**src/rtl/invsqrt_result_fifo_if.sv**
```systemverilog
// Stream bundle between the inverse-sqrt pipeline, its result FIFO and the consumer.
// The slave modport is the FIFO; the master modport is the pipeline/consumer side.
interface invsqrt_result_fifo_if #(
    parameter int DEPTH = 16,
    parameter int CNT_W = 16
);
    localparam int LW = $clog2(DEPTH) + 1;

    logic              in_valid;
    logic [31:0]       in_data;
    logic              stall;
    logic              out_valid;
    logic              out_ready;
    logic [31:0]       out_data;
    logic [LW-1:0]     level;
    logic              overflow;
    logic [CNT_W-1:0]  res_cnt;

    modport slave (
        input  in_valid, in_data, out_ready,
        output stall, out_valid, out_data, level, overflow, res_cnt
    );

    modport master (
        output in_valid, in_data, out_ready,
        input  stall, out_valid, out_data, level, overflow, res_cnt
    );
endinterface

```
**src/rtl/invsqrt_result_fifo.sv**
```systemverilog
// Show-ahead result FIFO behind the inverse-sqrt pipeline with early stall request.
// Define INVSQRT_FIFO_STATS_EN to enable the delivered-result counter on res_cnt.
module invsqrt_result_fifo #(
    parameter int DEPTH = 16,
    parameter int SLACK = 6,
    parameter int CNT_W = 16
) (
    input  logic                   clk,
    input  logic                   rst,
    invsqrt_result_fifo_if.slave   bus
);
    localparam int AW = $clog2(DEPTH);
    localparam int LW = AW + 1;
    localparam logic [LW-1:0] DEPTH_L  = LW'(DEPTH);
    localparam logic [LW-1:0] THRESH_L = LW'(DEPTH - SLACK);

    logic [31:0]    r_mem [DEPTH];
    logic [AW:0]    r_wr_ptr;
    logic [AW:0]    r_rd_ptr;
    logic [LW-1:0]  r_level;
    logic           r_stall;
    logic           r_overflow;
    logic [31:0]    r_out_data;

    logic           w_push;
    logic           w_pop;
    logic [LW-1:0]  w_next_level;
    logic [AW:0]    w_next_rd;
    logic [31:0]    w_next_head;

    always_comb begin
        w_pop        = (r_level != '0) & bus.out_ready;
        // At full, a simultaneous pop frees the slot that this push fills.
        w_push       = bus.in_valid & ((r_level != DEPTH_L) | w_pop);
        w_next_level = r_level + LW'(w_push) - LW'(w_pop);
        w_next_rd    = r_rd_ptr + LW'(w_pop);
        // If the new head is the entry being written this edge, take it from the input.
        if (w_push && (r_wr_ptr == w_next_rd)) begin
            w_next_head = bus.in_data;
        end else begin
            w_next_head = r_mem[w_next_rd[AW-1:0]];
        end
    end

    always_ff @(posedge clk) begin
        if (w_push) begin
            r_mem[r_wr_ptr[AW-1:0]] <= bus.in_data;
        end
    end

    always_ff @(posedge clk) begin
        if (rst) begin
            r_wr_ptr   <= '0;
            r_rd_ptr   <= '0;
            r_level    <= '0;
            r_stall    <= 1'b0;
            r_overflow <= 1'b0;
            r_out_data <= '0;
        end else begin
            if (w_push) begin
                r_wr_ptr <= r_wr_ptr + 1'b1;
            end
            r_rd_ptr   <= w_next_rd;
            r_level    <= w_next_level;
            r_stall    <= (w_next_level >= THRESH_L);
            r_overflow <= r_overflow | (bus.in_valid & ~w_push);
            if (w_next_level != '0) begin
                r_out_data <= w_next_head;
            end
        end
    end

`ifdef INVSQRT_FIFO_STATS_EN
    logic [CNT_W-1:0] r_res_cnt;

    always_ff @(posedge clk) begin
        if (rst) begin
            r_res_cnt <= '0;
        end else if (w_pop) begin
            r_res_cnt <= r_res_cnt + 1'b1;
        end
    end

    assign bus.res_cnt = r_res_cnt;
`else
    assign bus.res_cnt = '0;
`endif

    assign bus.stall     = r_stall;
    assign bus.out_valid = (r_level != '0);
    assign bus.out_data  = r_out_data;
    assign bus.level     = r_level;
    assign bus.overflow  = r_overflow;
endmodule

```
**src/flat_wrapper.sv**
```systemverilog
// flat-port wrapper written by rule: the top's interface ports become plain ports
module invsqrt_result_fifo_flat 
#(
    parameter int DEPTH = 16,
    parameter int SLACK = 6,
    parameter int CNT_W = 16
)
  (clk, rst, bus_in_valid, bus_in_data, bus_out_ready, bus_stall, bus_out_valid, bus_out_data, bus_level, bus_overflow, bus_res_cnt);
  invsqrt_result_fifo_if #(.DEPTH(DEPTH), .CNT_W(CNT_W)) bus_i ();
  input  logic clk;
  input  logic rst;
  input wire logic [$bits(bus_i.in_valid)-1:0] bus_in_valid;
  input wire logic [$bits(bus_i.in_data)-1:0] bus_in_data;
  input wire logic [$bits(bus_i.out_ready)-1:0] bus_out_ready;
  output wire logic [$bits(bus_i.stall)-1:0] bus_stall;
  output wire logic [$bits(bus_i.out_valid)-1:0] bus_out_valid;
  output wire logic [$bits(bus_i.out_data)-1:0] bus_out_data;
  output wire logic [$bits(bus_i.level)-1:0] bus_level;
  output wire logic [$bits(bus_i.overflow)-1:0] bus_overflow;
  output wire logic [$bits(bus_i.res_cnt)-1:0] bus_res_cnt;
  assign bus_i.in_valid = bus_in_valid;
  assign bus_i.in_data = bus_in_data;
  assign bus_i.out_ready = bus_out_ready;
  assign bus_stall = bus_i.stall;
  assign bus_out_valid = bus_i.out_valid;
  assign bus_out_data = bus_i.out_data;
  assign bus_level = bus_i.level;
  assign bus_overflow = bus_i.overflow;
  assign bus_res_cnt = bus_i.res_cnt;
  invsqrt_result_fifo #(.DEPTH(DEPTH), .SLACK(SLACK), .CNT_W(CNT_W)) u_core (.clk(clk), .rst(rst), .bus(bus_i));
endmodule
```
**config.mk**
```make
export PLATFORM = sky130hd
export DESIGN_NAME = invsqrt_result_fifo_flat
export DESIGN_NICKNAME = d
export VERILOG_FILES = /design/src/rtl/invsqrt_result_fifo_if.sv /design/src/rtl/invsqrt_result_fifo.sv /design/src/flat_wrapper.sv
export SDC_FILE = /design/constraint.sdc
export NUM_CORES = 1
export LEC_CHECK = 0
export BUFFER_PORTS_ARGS = -buffer_cell sky130_fd_sc_hd__buf_2
export CAP_MARGIN = 20
export CORE_MARGIN = 2
export CORE_UTILIZATION = 60
export CTS_CLUSTER_SIZE = 8
export DETAILED_ROUTE_END_ITERATION = 8
export HOLD_SLACK_MARGIN = 0.06
export PLACE_DENSITY = 0.85
export SLEW_MARGIN = 20
export SYNTH_ARGS = -nofsm -noshare
export SYNTH_HDL_FRONTEND = slang
export SYNTH_SLANG_ARGS = --single-unit
```
**constraint.sdc**
```tcl
create_clock -name clk -period 5.4 [get_ports clk]
set_clock_uncertainty 0.05 [all_clocks]
set_input_delay 1.08 -clock clk [delete_from_list [all_inputs] [get_ports clk]]
set_output_delay 1.08 -clock clk [all_outputs]
set_load 0.05 [all_outputs]
```
==> results.md, run 1 <==
* Flop-to-flop setup slack at 1.28 ns
* Worst setup EP type: flop
* GRT overflow at 0
* Net switching power at 4.50 mW
* Fill cell count at about 2000
* Post-route ant nets at 0
* Crit. Startpoint: u_core.bus.level[2]
* Clk root buf: clkbuf_16
* Post-CTS Resized at 0
* Synth Cell Area at 22300 sq um
* Slowest stage delay, CP at 0.70 ns
* Static Leak at 8.52 nW
* Uppermost routed layer: met4
* Power density over cell area at 548 nW/um^2
* Initial Util at just over 60%
* CTS sink count at roughly 560
* Actual slew at the worst max-slew pin at 1.12 ns
* Number of synthesized flops with an enable pin at 512
* Final-stage net count at ~1300
* Buffers plus inverters on the worst setup path at 3
* Setup crit start kind: flop
* Clk slew on worst S/H paths at 0.06 ns
* CTS Buf Count at 80
* Drt first-iter violations at 1714
* Final wirelength at 55.0 mm
* Die Y at 197 um
* Largest net degree at the start of global routing at about 110
* Hold endpoint: u_core.bus.overflow
* Crit-path max FO at 20
* Synth Warn # at 0
* Critical Path Most Common Cell: ha_1
* Die area at 38700 sq um
* Share of total power in sequential cells at 36.5%
* Comb pwr share at 30.0%
* Fin crit share at 76.3%
* Via count at 12200
* WP data required at approximately 5.8 ns
* Int Power at 9.51 mW
* Area Growth Syn to Fin at 14.8%
* Dpl cells at 1615
* Final setup violating endpoints at 0
* CP delay by family, top: compound AO/OA/AOI/OAI gates
* Total power at 14.0 mW
* Longest Clk Path Bufs at 3
* Setup Buffers After CTS at 0
* Rows at 70
* GRT Total Usage at 29.2%
* DR WL met3 at 6.31 mm
* RR Startpoint: u_core.bus.level[2]
* Mapped Cells at 1109
* # IOs at 92
* Core area at 36600 sq um
* RSZ-0062 raised after global routing: no
* Clk Latency, worst-skew pair at about 0.6 ns
* Initial antenna violation count at 3
* GP Congestion at between 0.8 and 0.9
* Async SR Flop Fraction at 0%
* Vias per inst at 6.92
* Mean area per synthesized cell at between 20 and 25 sq um
* R2r worst-path depth at 15
* Slowest CP cell: o211a_1
* Seq/Total Area, Yosys at ~73%
* H-tree levels at 3
* DIE WIDTH at 197 um
* Clk pwr share at around 33%
* First-pass GRT wire length at around 80 mm
* Predominant post-synthesis flop cell: edfxtp_1
* Post-Layout Cell Count at 1766
* RR Endpoint: u_core.bus.out_data[0]
* WL met2 at 26.8 mm
* CTS tree: built
* Synth Register Bits at between 500 and 600
* Run status: finished with violations
* Switching Fraction at 32.1%
* Layout cells sized above 1 at 28.9%
* Hpwl dp at around 26 mm
* Met1 wire length at 19.4 mm
* Hold Violations, Final at 0
* Wirelength per Cell at 31.2 um
* Distinct cells, synth at 49
* I/O Buffers at 75
* Drt first pass iters at 9
* Failing checks: DRC
* WHS Path Cells at 2
* Final setup TNS at 0 ns
* Worst EP arrival at 4.50 ns
* Worst min-delay path category: flop to flop
* Residual DRC at 2
* Crit path time final at between 4 and 5 ns
* HP Start: u_core.bus.overflow
* Max VDD drop at 0.430 mV
* Crit path kind: flop to flop
* Max-cap viol count at 0
* Critical Path, Cell by Cell: inv_1, ha_1, nor3b_2, nand2b_1, and2_1, ha_1, inv_1, ha_1, fa_1, nand3b_1, and4_1, o211a_1, a211o_1, buf_4, o221ai_1
* Fin. max-slew vios at 0
* Vias in the first global route at 12600
* Commonest cells after routing, fill and taps aside: 512 x edfxtp_1, 116 x mux4_2, 82 x clkbuf_16
* Commonest non-fill, non-tap cell in the layout: edfxtp_1
* Max-Slew Margin vs Limit at 25.2%
* Hold-fix buffers, CTS at 0
* Fmax at 243 MHz
==> worst max path at each step <==
stage,to,slack (ns),cells after the start
floorplan,u_core.r_mem[3][0],1.01,6
global placement,u_core.bus.out_data[27],1.32,12
detailed placement,u_core.bus.out_data[0],1.22,12
CTS,u_core.bus.out_data[0],1.35,15
global route,u_core.bus.out_data[0],1.06,15
finish,u_core.bus.out_data[0],1.28,15
==> area by class of cell <==
type | count | area, sq um | area share [%]
sequential | 561 | 16400 | 64.0
multi-input combinational | 451 | 5510 | 21.6
tap | 468 | 586 | 2.29
clock buffer | 141 | 2270 | 8.89
clock inverter | 6 | 82.6 | 0.323
timing repair buffer | 108 | 648 | 2.53
inverter | 27 | 101 | 0.396
antenna | 4 | 10.0 | 0.0391
==> cells by family after synthesis <==
kind of cell / after synthesis / synth area share [%]
compound gates: 114 / 3.91
xor+xnor: 15 / 0.657
fa+ha+maj: 13 / 0.764
buf+inv: 112 / 2.86
flops: 561 / 73.5
mux: 186 / 15.9
other cells: 1 / 0.0168
simple gates: 107 / 2.43
==> cell usage after synthesis, drive strengths merged, types with 9 or more instances <==
cell type	n	share of area (%)
a21oi	38	0.92
buf	64	2.1
clkbuf	21	0.35
dfxtp	49	4.4
edfxtp	512	69
ha	12	0.67
inv	27	0.46
mux2	28	1.4
mux2i	30	1.3
mux4	128	13
nand2	35	0.59
nand4	14	0.39
nor2	23	0.39
o2111ai	28	1.1
o211ai	14	0.58
o221ai	15	0.59
xor2	9	0.35
==> routing by layer <==
| metal | vias up | track usage [%] |
|---|---|---|
| met3 | 212 | 6.43 |
| met1 | 6151 | 39.3 |
| met5 | - | 0 |
| li1 | 4802 | - |
| met4 | 0 | 14.0 |
| met2 | 1058 | 46.2 |
==> tightest hold or removal path, cell delays in order (launching register included) <==
cell	delay, ns
dfxtp_1	0.32
a31oi_1	0.04
nor2_1	0.07
==> flip-flops by register name (all words and copies together), names as in the netlist <==
| name | flops |
|---|---|
| u_core.bus.overflow | 1 |
| u_core.bus.stall | 1 |
| u_core.r_wr_ptr | 5 |
| u_core.r_mem | 512 |
| u_core.bus.out_data | 32 |
| u_core.bus.level | 5 |
| u_core.r_rd_ptr | 5 |
==> through the flow <==
step	hold slack, ns	cell area (sq um)	setup slack [ns]	util, %
finish	0.417	25600	1.28	69.8
global route	0.452	25600	1.06	69.8
CTS	0.428	25600	1.35	69.8
detailed placement	0.416	23200	1.22	63.4
global placement	0.395	23200	1.32	63.4
floorplan	0.420	22300	1.01	-
==> power groups by stage <==
stage	logic, mW	clock network, mW	registers, mW
floorplan	2.84	0	5.51
global placement	3.93	0	5.17
detailed placement	4.02	0	5.18
CTS	4.18	4.70	5.11
global route	4.40	4.89	5.12
finish	4.21	4.68	5.12
(Power assumes the default switching activity.)
==> inputs of run 2 (changes only) <==
==> constraint.sdc (replaced) <==
create_clock -name clk -period 3.9 [get_ports clk]
set_clock_uncertainty 0.05 [all_clocks]
set_input_delay 0.78 -clock clk [delete_from_list [all_inputs] [get_ports clk]]
set_output_delay 0.78 -clock clk [all_outputs]
set_load 0.05 [all_outputs]
==> run 2 against run 1 <==
Against the previous run: the flow now finishes without violations; clock power grew 37%; sequential share of layout area shrank 0.77 points; clock-buffer cell count shrank 6; final area grew 1.2%; worst setup slack lost 1.1 ns; critical path type unchanged; largest cell class unchanged; largest power group unchanged.
==> results.md, run 2 (synthesis results as in run 1) <==
* Critical Path, Cell by Cell: inv_1, ha_1, nor3b_4, nand2b_2, and2_1, ha_1, inv_1, ha_1, fa_1, nand3b_1, a31oi_1, o211a_2, a211o_1, buf_12, o211ai_1
* Commonest non-fill, non-tap cell in the layout: edfxtp_1
* Hpwl dp at 27.6 mm
* Final setup TNS at 0 ns
* Core area at 36600 sq um
* Post-route ant nets at 0
* CTS Buf Count at 80
* Static Leak at 8.62 nW
* RR Endpoint: u_core.bus.out_data[20]
* CTS tree: built
* CP delay by family, top: compound AO/OA/AOI/OAI gates
* ANT cells at 0
* H-tree levels at 3
* GP Congestion at 0.777
* Post-Layout Cell Count at between 1500 and 2000
* Net switching power at 6.21 mW
* GRT overflow at 0
* Hold WS at about 0.40 ns
* HP Start: bus_in_valid
* Final setup violating endpoints at 0
* I/O Buffers at 75
* Vias in the first global route at 12600
* Power density over cell area at 757 nW/um^2
* RR Startpoint: u_core.bus.level[2]
* Crit-path max FO at 28
* Total power at 19.6 mW
* Int Power at 13.4 mW
* Clk Latency, worst-skew pair at 0.61 ns
* Fmax at 270 MHz
* Clk pwr share at 32.8%
* Drt first pass iters at 6
* WP data required at 4.33 ns
* Commonest cells after routing, fill and taps aside: 512 x edfxtp_1, 116 x mux4_2, 84 x clkbuf_16
* Worst min-delay path category: input pin to flop
* # IOs at about 90
* Wirelength per Cell at ~30 um
* Clk root buf: clkbuf_16
* DIE WIDTH at approximately 200 um
* Area Growth Syn to Fin at 16.2%
* Final-stage net count at 1296
* Buffers plus inverters on the worst setup path at 3
* Crit. Startpoint: u_core.bus.level[2]
* Crit path kind: flop to flop
* Share of total power in sequential cells at a little over a third
* Switching Fraction at 31.7%
* Fin crit share at 94.8%
* Actual slew at the worst max-slew pin at 0.836 ns
* Crit path time final at roughly 3.7 ns
* Max VDD drop at roughly 0.45 mV
* Hold endpoint: u_core.bus.overflow
* Longest Clk Path Bufs at 3
* Rows at 70
* First-pass GRT wire length at 81.2 mm
* Layout cells sized above 1 at 30.4%
* Via count at 12300
* Worst EP arrival at between 4 and 5 ns
* Max-Slew Margin vs Limit at 44.1%
* Levels on crit path at 15
* Max-cap viol count at 0
* R2r worst-path depth at 15
* Slowest stage delay, CP at 0.43 ns
* Initial antenna violation count at 1
* Run status: complete, no violations
* Setup crit start kind: flop
* RSZ-0062 raised after global routing: no
* Fin. max-slew vios at 0
* Hold-fix buffers, CTS at 0
* Residual DRC at 0
* Drt first-iter violations at 1743
* Critical Path Most Common Cell: ha_1
* GRT Total Usage at between 20 and 30%
* Die area at between 30000 and 40000 sq um
* Largest register FFs at 512
* Flop-to-flop setup slack at 0.20 ns
* Dpl cells at 1632
* Vias per inst at 6.93
* Comb pwr share at 31.0%
* Final wirelength at 54.5 mm
* Largest net degree at the start of global routing at 88
* Slowest CP cell: fa_1
* Hold Violations, Final at 0
* WHS Path Cells at 3
* CTS sink count at between 500 and 600
* Worst setup EP type: flop
* Clk slew on worst S/H paths at 0.05 ns
* Initial Util at 60.8%
* Fill cell count at 2018
* Die Y at 197 um
run 2: changes by cell type in the layout (fill, tap and decap cells not counted), moves of 2 or more:
cell       delta
clkbuf_16     +2
buf_12       +13
nor3_2        -4
inv_16        -2
nor3_4        +4
diode_2       -4
clkbuf_1      -9
buf_4         +5
run 2: layout make-up:
cell class              count  area (sq um)  share of cell area (%)
well taps                 468           586                    2.26
flip-flops and latches    561         16400                    63.2
multi-input cells         451          5550                    21.5
clock buffers             135          2300                    8.90
inverters                  27           101                   0.392
clock inverters             3          32.5                   0.126
repair buffers            126           946                    3.66
run 2: worst register-to-register path, stage by stage, from the launching register on:
cell,delay [ns]
dfxtp_1,0.33
inv_1,0.10
ha_1,0.16
nor3b_4,0.20
nand2b_2,0.08
and2_1,0.20
ha_1,0.29
inv_1,0.05
ha_1,0.20
fa_1,0.44
nand3b_1,0.13
a31oi_1,0.15
o211a_2,0.39
a211o_1,0.37
buf_12,0.21
o211ai_1,0.25
run 2: worst max path at each step:
stage | slack [ns] | to
2_1_floorplan | 0.06 | u_core.bus.out_data[0]
3_3_place_gp | 0.42 | u_core.bus.out_data[11]
3_5_place_dp | 0.13 | u_core.bus.out_data[15]
4_1_cts | 0.01 | u_core.bus.out_data[6]
5_1_grt | 0.08 | u_core.bus.out_data[11]
6_report | 0.20 | u_core.bus.out_data[20]
run 2: what timing repair did:
| action | 4_1_cts | 5_1_grt |
|---|---|---|
| gates resized for setup | 0 | 4 |
| setup buffers | 0 | 1 |
| setup endpoints to repair | 0 | 32 |
run 2: stage by stage:
| step | worst slack (ns) | util, % | instance area [sq um] |
|---|---|---|---|
| 2_1_floorplan | 0.0607 | - | 22300 |
| 3_3_place_gp | 0.419 | 64.2 | 23500 |
| 3_5_place_dp | 0.133 | 64.2 | 23500 |
| 4_1_cts | 0.0104 | 70.6 | 25900 |
| 5_1_grt | 0.0831 | 70.7 | 25900 |
| 6_report | 0.201 | 70.7 | 25900 |
run 2: power groups by stage:
stage / combinational [mW] / clock [mW] / sequential, mW
final: 6.08 / 6.43 / 7.09
after global routing: 6.38 / 6.72 / 7.10
after CTS: 6.00 / 6.48 / 7.08
after detailed placement: 5.82 / 0 / 7.18
after global placement: 5.63 / 0 / 7.16
after floorplan: 3.93 / 0 / 7.63
run 2: layer usage:
| layer | part of all wire, % | up-vias | wire length (um) | track usage, % |
|---|---|---|---|---|
| li1 | - | 4838 | - | - |
| met1 | 36 | 6198 | 19500 | 39.5 |
| met2 | 48 | 1041 | 26300 | 45.2 |
| met3 | 12 | 194 | 6380 | 7.19 |
| met4 | 4.1 | 2 | 2210 | 13.5 |
| met5 | 0.024 | - | 13 | 0 |
==> inputs of run 3 (changes only) <==
--- a/config.mk
+++ b/config.mk
@@ -13,6 +13,7 @@
 export DETAILED_ROUTE_END_ITERATION = 8
 export HOLD_SLACK_MARGIN = 0.06
 export PLACE_DENSITY = 0.85
+export REMOVE_ABC_BUFFERS = 1
 export SLEW_MARGIN = 20
 export SYNTH_ARGS = -nofsm -noshare
 export SYNTH_HDL_FRONTEND = slang
==> run 3 against run 2 <==
Against the previous run: maximum frequency is 5.0% lower; critical path depth stayed put; via count up 2.8%; final cell count increased by 0.62%; utilization about the same; register-to-register slack got worse by 0.19 ns; clock-buffer cell count is 10 higher; sequential share of layout area hardly changed; critical path type unchanged; critical endpoint is now u_core.bus.out_data[18]; largest cell class unchanged.
==> results.md, run 3 (synthesis results as in run 1) <==
* Run status: complete, no violations
* Crit-path max FO at 18
* Clk slew on worst S/H paths at 0.05 ns
* CTS tree: built
* Utilization after layout at 70.7%
* Dpl cells at 1633
* Drt first-iter violations at 2026
* GP Congestion at approximately 0.81
* Buffers plus inverters on the worst setup path at 3
* Crit path kind: flop to flop
* CTS sink count at 561
* Die area at roughly 39000 sq um
* CTS Buf Count at 80
* Final setup violating endpoints at 0
* Slowest stage delay, CP at 0.44 ns
* Static Leak at 8.66 nW
* Setup Buffers After CTS at 0
* Die Y at just under 200 um
* Initial Util at 60.8%
* Vias per inst at between 7 and 8
* Commonest non-fill, non-tap cell in the layout: edfxtp_1
* Worst setup EP type: flop
* GRT overflow at 0
* Vias in the first global route at 12700
* Hold Violations, Final at 0
* Slowest CP cell: fa_1
* Crit path time final at 3.89 ns
* Critical Path, Cell by Cell: inv_1, ha_1, nor3b_4, nand2b_1, and2_1, ha_1, inv_1, ha_1, fa_1, nand3b_1, a31oi_2, o211a_4, a211o_1, buf_4, o211ai_1
* Hold-fix buffers, CTS at 0
* Initial antenna violation count at 3
* Fin. max-slew vios at 0
* Longest Clk Path Bufs at 3
* Commonest cells after routing, fill and taps aside: 512 x edfxtp_1, 116 x mux4_2, 84 x clkbuf_16
* Clk Latency, worst-skew pair at ~0.58 ns
* Final wirelength at 58.1 mm
* Clk root buf: clkbuf_16
* Max-Slew Margin vs Limit at about a third
* Via count at roughly 13000
* Total power at 20.0 mW
* H-tree levels at 3
* Area Growth Syn to Fin at 16.3%
* Fmax at 257 MHz
* Post-Layout Cell Count at 1782
* First-pass GRT wire length at 83.4 mm
* WP data required at approximately 4.3 ns
* Worst min-delay path category: input pin to flop
* Actual slew at the worst max-slew pin at 0.980 ns
* Layout cells sized above 1 at between 30% and 40%
* CP delay by family, top: compound AO/OA/AOI/OAI gates
* Core area at 36600 sq um
* Hpwl dp at 28.6 mm
* Fin crit share at 99.8%
* GRT Total Usage at 30.1%
* Largest net degree at the start of global routing at slightly above 70
* Wirelength per Cell at approximately 33 um
* Power density over cell area at 773 nW/um^2
* Drt first pass iters at 7
* Worst EP arrival at roughly 4.3 ns
* Post-route ant nets at 0
* Setup crit start kind: flop
* Max-cap viol count at 0
* Rows at 70
* I/O Buffers at 75
* Pre-CTS setup slack at between 0.1 and 0.15 ns
* Final worst setup slack at 0.00853 ns
* Max VDD drop at 0.732 mV
* Fill cell count at 2013
* DIE WIDTH at 197 um
* Residual DRC at 0
* RSZ-0062 raised after global routing: yes
* Final-stage net count at roughly 1300
* Largest register FFs at 512
* Critical Path Most Common Cell: ha_1
* # IOs at 92
[run 3: cell types whose count changed in the layout (fill, tap and decap cells not counted), sizes merged]
| cell | delta |
|---|---|
| clkbuf | +10 |
| inv | +1 |
| diode | +1 |
| clkinvlp | -1 |
[run 3: layout make-up]
type                    instances  area (sq um)  share of cell area (%)
flip-flops and latches        561         16400                    63.2
clock buffers                 145          2330                    9.00
well taps                     468           586                    2.26
clock inverters                 3          33.8                   0.130
inverters                      27           101                   0.391
repair buffers                126           937                    3.62
diodes                          1          2.50                 0.00967
multi-input cells             451          5540                    21.4
[run 3: path summary, 6_finish.rpt]
| check | start | endpoint | slack (ns) | cells past startpoint |
|---|---|---|---|---|
| setup / recovery | u_core.bus.level[2] | u_core.bus.out_data[18] | 0.009 | 15 |
| hold / removal | bus_in_valid | u_core.bus.overflow | 0.44 | 3 |
| setup reg to reg | u_core.bus.level[2] | u_core.bus.out_data[18] | 0.009 | 15 |
| hold reg to reg | u_core.bus.overflow | u_core.bus.overflow | 0.45 | 2 |
[run 3: worst min-delay path, cell delays in order]
cell     delay (ns)
buf_2          0.11
a31oi_1        0.07
nor2_1         0.07
[run 3: repair_timing]
item | in CTS | in global routing
setup endpoints to repair | 1 | 31
pin swaps | 0 | 2
hold endpoints to repair | 0 | 0
resized for setup | 1 | 7
[run 3: per-stage QoR]
step	cell area [sq um]	setup TNS (ns)	hold WS (ns)
finish	25900	0	0.445
global route	25900	-0.847	0.447
CTS	25900	0	0.418
detailed placement	23500	0	0.423
global placement	23500	0	0.430
floorplan	21800	-200.28	0.414
[run 3: routing by layer]
metal | up-vias | wire length, um | GRT usage (%)
li1 | 4853 | - | -
met1 | 6339 | 20500 | 41.2
met4 | 0 | 2290 | 13.9
met5 | - | 0 | 0
met3 | 205 | 7390 | 7.31
met2 | 1225 | 28000 | 46.6
[run 3: power by group]
group	internal (mW)	switching, mW
registers	6.88	0.234
clock network	4.00	2.53
logic	2.62	3.75
